### config.mk
export PLATFORM = sky130hd
export DESIGN_NAME = alu_bist
export DESIGN_NICKNAME = d
export VERILOG_FILES = /design/src/rtl/alu_pkg.sv /design/src/rtl/alu_ref.sv /design/src/rtl/alu_bist.sv
export SDC_FILE = /design/constraint.sdc
export NUM_CORES = 1
export LEC_CHECK = 0
export CAP_MARGIN = 20
export CORE_MARGIN = 5
export CORE_UTILIZATION = 55
export DETAILED_ROUTE_END_ITERATION = 8
export PLACE_DENSITY = 0.79
export RECOVER_POWER = 50
export SLEW_MARGIN = 20
export SYNTH_ARGS = -nofsm -noshare
export SYNTH_HDL_FRONTEND = slang
export SYNTH_SLANG_ARGS = --single-unit
### constraint.sdc
create_clock -name clk -period 6.53 [get_ports clk]
set_clock_uncertainty 0.15 [all_clocks]
set_input_delay 1.959 -clock clk [delete_from_list [all_inputs] [get_ports clk]]
set_output_delay 1.959 -clock clk [all_outputs]
set_load 0.02 [all_outputs]
### src/rtl/alu_pkg.sv
// Shared definitions for the ALU self-test: opcodes, LFSR taps, FSM encoding.
package alu_pkg;

  localparam logic [2:0] OP_ADD = 3'd0;
  localparam logic [2:0] OP_SUB = 3'd1;
  localparam logic [2:0] OP_AND = 3'd2;
  localparam logic [2:0] OP_OR  = 3'd3;
  localparam logic [2:0] OP_SRL = 3'd4;
  localparam logic [2:0] OP_SRA = 3'd5;
  localparam int         NUM_OPS = 6;

  localparam logic [31:0] LFSR_MASK = 32'h8020_0003;

  typedef enum logic [1:0] {
    ST_IDLE  = 2'd0,
    ST_DRIVE = 2'd1,
    ST_CHECK = 2'd2,
    ST_DONE  = 2'd3
  } state_t;

  // One step of the right-shifting Galois LFSR.
  function automatic logic [31:0] lfsr_next(input logic [31:0] s);
    return (s >> 1) ^ (s[0] ? LFSR_MASK : 32'h0);
  endfunction

endpackage

### src/rtl/alu_ref.sv
// Combinational golden model of the ALU; opcodes 6 and 7 are unused and yield zero.
module alu_ref
  import alu_pkg::*;
(
  input  logic [31:0] a,
  input  logic [31:0] b,
  input  logic [2:0]  op,
  output logic [31:0] c
);

  // Select the reference result for the requested opcode.
  always_comb begin
    c = 32'h0;
    case (op)
      OP_ADD: c = a + b;
      OP_SUB: c = a - b;
      OP_AND: c = a & b;
      OP_OR:  c = a | b;
      OP_SRL: c = a >> b[4:0];
      OP_SRA: c = $unsigned($signed(a) >>> b[4:0]);
      default: c = 32'h0;
    endcase
  end

endmodule

### src/rtl/alu_bist.sv
// Built-in self-test controller for an external combinational ALU.
// Each vector takes two cycles: DRIVE registers operands and the golden
// result, CHECK compares the ALU output against it.
// Optional macro ALU_BIST_STOP_ON_FAIL_EN: end the run at the first mismatch.
module alu_bist
  import alu_pkg::*;
#(
  parameter int          NUM_VEC = 64,
  parameter logic [31:0] SEED    = 32'hACE1_2468,
  parameter int          ERR_W   = 8
) (
  input  logic             clk,
  input  logic             reset,
  input  logic             start,
  output logic [31:0]      alu_A,
  output logic [31:0]      alu_B,
  output logic [2:0]       alu_ALUOp,
  input  logic [31:0]      alu_C,
  output logic             busy,
  output logic             done,
  output logic             pass,
  output logic [ERR_W-1:0] err_count,
  output logic [15:0]      first_fail_idx
);

  localparam logic [15:0] LAST_IDX = 16'(NUM_VEC - 1);
  localparam logic [2:0]  LAST_OP  = 3'(NUM_OPS - 1);

  state_t      state, state_n;
  logic [31:0] lfsr;
  logic [15:0] idx;
  logic [2:0]  op_cnt;   // tracks idx mod 6 without a divider
  logic [31:0] exp_c;
  logic [31:0] vec_b;
  logic [31:0] ref_c;
  logic        mismatch;
  logic        last;
  logic        stop;

  assign vec_b    = {lfsr[15:0], lfsr[31:16]};
  assign mismatch = (alu_C != exp_c);
  assign last     = (idx == LAST_IDX);
`ifdef ALU_BIST_STOP_ON_FAIL_EN
  assign stop     = last || mismatch;
`else
  assign stop     = last;
`endif

  alu_ref u_ref (
    .a  (lfsr),
    .b  (vec_b),
    .op (op_cnt),
    .c  (ref_c)
  );

  // State register.
  always_ff @(posedge clk) begin
    if (reset) state <= ST_IDLE;
    else       state <= state_n;
  end

  // Next-state logic; start is only looked at in IDLE and DONE.
  always_comb begin
    state_n = state;
    case (state)
      ST_IDLE:  if (start) state_n = ST_DRIVE;
      ST_DRIVE: state_n = ST_CHECK;
      ST_CHECK: state_n = stop ? ST_DONE : ST_DRIVE;
      ST_DONE:  if (start) state_n = ST_DRIVE;
      default:  state_n = ST_IDLE;
    endcase
  end

  // Datapath: run init, vector drive, result check and error bookkeeping.
  always_ff @(posedge clk) begin
    if (reset) begin
      alu_A          <= '0;
      alu_B          <= '0;
      alu_ALUOp      <= '0;
      err_count      <= '0;
      first_fail_idx <= 16'hFFFF;
      lfsr           <= SEED;
      idx            <= '0;
      op_cnt         <= '0;
      exp_c          <= '0;
    end else begin
      case (state)
        ST_IDLE, ST_DONE: begin
          if (start) begin
            err_count      <= '0;
            first_fail_idx <= 16'hFFFF;
            lfsr           <= SEED;
            idx            <= '0;
            op_cnt         <= '0;
          end
        end
        ST_DRIVE: begin
          alu_A     <= lfsr;
          alu_B     <= vec_b;
          alu_ALUOp <= op_cnt;
          exp_c     <= ref_c;
          lfsr      <= lfsr_next(lfsr);
        end
        ST_CHECK: begin
          if (mismatch) begin
            if (err_count != {ERR_W{1'b1}}) err_count <= err_count + ERR_W'(1);
            if (first_fail_idx == 16'hFFFF) first_fail_idx <= idx;
          end
          if (!last) begin
            idx    <= idx + 16'd1;
            op_cnt <= (op_cnt == LAST_OP) ? 3'd0 : op_cnt + 3'd1;
          end
        end
        default: ;
      endcase
    end
  end

  assign busy = (state == ST_DRIVE) || (state == ST_CHECK);
  assign done = (state == ST_DONE);
  assign pass = done && (err_count == '0);

endmodule

==> results.cfg <==
[cts]
path_clk_slew_ns = 0.07
cts_tree = done
ctsResizeCount = 0
htreeDepth = 4
postCtsSetupRepairBufs = 0
root_buffer = clkbuf_16
clock-sinks = 144
clock_path_buffers = 2
cts_buffers = 17
clock_latency_ns = 0.44
hold_buffers = 0

[timing]
fin_tns_setup_ns = 0
hold_viol_final = 0
rsz0062_at_grt = no
slew_headroom_pct = -72.4
fmax_mhz = 203
period_needed_ns = 4.94
setup_viol = 0
tightest_slew_ns = 2.56
finalCritPeriodShare_pct = 75.6
slew_viol_final = 20

[finish]
final_common_cell = dfxtp_1
syn_to_final_growth_pct = 14.7
fin_nets = 1523
final_cell_mix = dfxtp_1 (143), nand2_1 (136), nor2_1 (135)
final_layout_size_suffix_gt1_share_pct = 6.52
fin_util_pct = 64.5
n_antenna_cell = 0

[routing]
wl_per_cell_um = 22.5
num_vias = 11200
drtPass1Iterations = 7
postRouteAntennaNets = 0
drcViolationCount = 0
drtIter0Drc = 1335
wl_um = 38700
viasPerCell = 6.50

[logic_synthesis]
synth_fp_nets = 1507
avgSynthCellArea_um2 = 7.71
syn_inst = 1428
synth_seq_cells = 144
async_reset_ff_share_pct = 0
yosys.cell_types.count = 71
yosysWarningCount = 0
ys.flop_type = dfxtp_1
seq_area_frac_synth_pct = 26.2
syn-cell-area_mm2 = 0.0110
synth_edf_count = 0

[global_routing]
grt-ovfl-total = 0
grt_pass1_vias = 10700
grt.total_usage_pct = 33.7
antenna_found_initial = 0
grt_busiest_layer = met2
grt.met1_usage_pct = 45.4
gr-usage-met2_pct = 53.0
grt_first_pass_wirelength_um = 60000
grt_max_degree = 100
gr-usage-met3_pct = 7.82

[critical_path]
crit_path_max_fanout = 13
crit_family = compound AO/OA/AOI/OAI gates
critical_path_required_ns = 6.67
critical_path_buf_inv_count = 0
slowest_stage = nor2_1
worstPathArrival_ns = 5.08
crit_path_start_kind = flop
max_stage_delay_ns = 0.74
critPathCaptureType = flop
crit_path_cell_trace = or2_2, nor2_1, nor2_1, xnor2_1, ha_1, a21o_1, o21bai_1, a2111oi_0, o311ai_0, a21oi_1, nor2_1, xnor2_1, o221ai_1
r2r_slack_ns = 1.59
crit_top_cell = nor2_1
critPathKind = reg2reg
cp.depth = 13
rr_worst_depth = 13

[pwr]
power_density_mw_per_mm2 = 352
p_comb_share_pct = 50.8
ir_drop_mv = 0.192
p_sw_mw = 2.06
p_clk_share_pct = 21.8
sequentialPowerShare_pct = 27.4
netSwitchingFraction_pct = 46.3
p_leak_nw = 4.93
internal_power_mw = 2.39

[run_status]
status = finished with violations
violations = max-capacitance violations, max-slew violations

[placed_design]
port_buffers = 128
dp_hpwl_um = 27900
place_congestion = 1.02

[worst_hold_path]
hp-class = reg2reg
min_delay_path_depth = 2

[floorplanning]
coreArea_mm2 = 0.0196
initial_utilization_pct = 56.2
num_io_pins = 129
die_w_um = 152
fp.dieH_um = 152
rows = 51
dieArea_mm2 = 0.0230

[run]
drv_cap = 1
power by group through the flow:
stage	clock network (mW)	logic [mW]	registers [mW]
after detailed placement	0	2.20	1.23
after CTS	0.970	2.21	1.21
after global placement	0	2.18	1.23
after global routing	1.01	2.41	1.23
after floorplan	0	1.55	1.17
final	0.971	2.26	1.22
final timing paths:
path | end | from
min reg2reg | exp_c[8]$_SDFFE_PP0P_ | exp_c[8]$_SDFFE_PP0P_
min | exp_c[8]$_SDFFE_PP0P_ | exp_c[8]$_SDFFE_PP0P_
max reg2reg | exp_c[24]$_SDFFE_PP0P_ | op_cnt[1]$_SDFFE_PP0P_
max | exp_c[24]$_SDFFE_PP0P_ | op_cnt[1]$_SDFFE_PP0P_
metal layers:
layer  up-vias  share of wire, %
li1       5121                 -
met1      5294                42
met2       666                45
met3       105                10
met4         0               3.4
met5         -                 0
cell families (layout without fill, tap and decap cells):
family                     after synthesis  in the layout  synth area share [%]
xor gates and xnor gates               100            100                  8.02
adders and majority gates               44             44                  5.07
muxes                                   89             89                  9.76
AOI/OAI and AO/OA                      397            397                  23.2
buffers and inverters                  192            221                  8.05
and+or+nand+nor                        462            462                  19.8
DFF                                    144            144                  26.2
synthesized netlist by cell type (14+ instances only):
| master | count | area share (%) |
|---|---|---|
| a211oi_1 | 17 | 1.2 |
| nand4_1 | 16 | 0.91 |
| buf_4 | 35 | 2.4 |
| nor3_1 | 31 | 1.4 |
| a21oi_1 | 104 | 4.7 |
| nor4_1 | 14 | 0.80 |
| buf_2 | 15 | 0.68 |
| nor2_1 | 135 | 4.6 |
| mux2i_1 | 68 | 6.2 |
| xor2_1 | 60 | 4.8 |
| a22oi_1 | 29 | 2.0 |
| clkbuf_1 | 87 | 3.0 |
| o22ai_1 | 39 | 2.2 |
| o211ai_1 | 17 | 1.2 |
| a21o_1 | 15 | 1.0 |
| ha_1 | 43 | 4.9 |
| mux4_2 | 14 | 2.9 |
| nand2_1 | 136 | 4.6 |
| nand3_1 | 32 | 1.5 |
| o21ai_0 | 78 | 3.5 |
| o31ai_1 | 15 | 1.0 |
| dfxtp_1 | 144 | 26 |
| xnor2_1 | 39 | 3.1 |
| inv_1 | 36 | 1.2 |
| nand2b_1 | 41 | 2.3 |
area by class of cell:
cell class	count	area (µm²)
fillers	1760	6960
inverters	39	146
well taps	265	332
clock inverters	14	138
repair buffers	150	1440
multi-input cells	1092	7250
clock buffers	18	439
flip-flops and latches	144	2880
stage by stage:
| step | area, µm² | power [mW] | hold WS, ns | std cells | setup slack [ns] |
|---|---|---|---|---|---|
| finish | 12600 | 4.44 | 0.304 | 1722 | 1.59 |
| global route | 12600 | 4.65 | 0.325 | 1722 | 1.40 |
| CTS | 12600 | 4.39 | 0.304 | 1722 | 1.78 |
| detailed placement | 12100 | 3.43 | 0.295 | 1690 | 1.62 |
| global placement | 12100 | 3.41 | 0.291 | 1690 | 1.69 |
| floorplan | 11000 | 2.72 | 0.280 | 1428 | 2.24 |
tightest hold or removal path: stages, from the launching register on:
cell and delay, ns:
dfxtp_1 0.32, nand2_1 0.05, nand2_1 0.04
sequential cells by signal (all words and copies together) (netlist names), 3 cells and up:
name and cells:
err_count 8, op_cnt 3, lfsr 32, exp_c 32, idx 16, first_fail_idx 16, alu_A 31, alu_ALUOp 3
(Power assumes the default switching activity.)
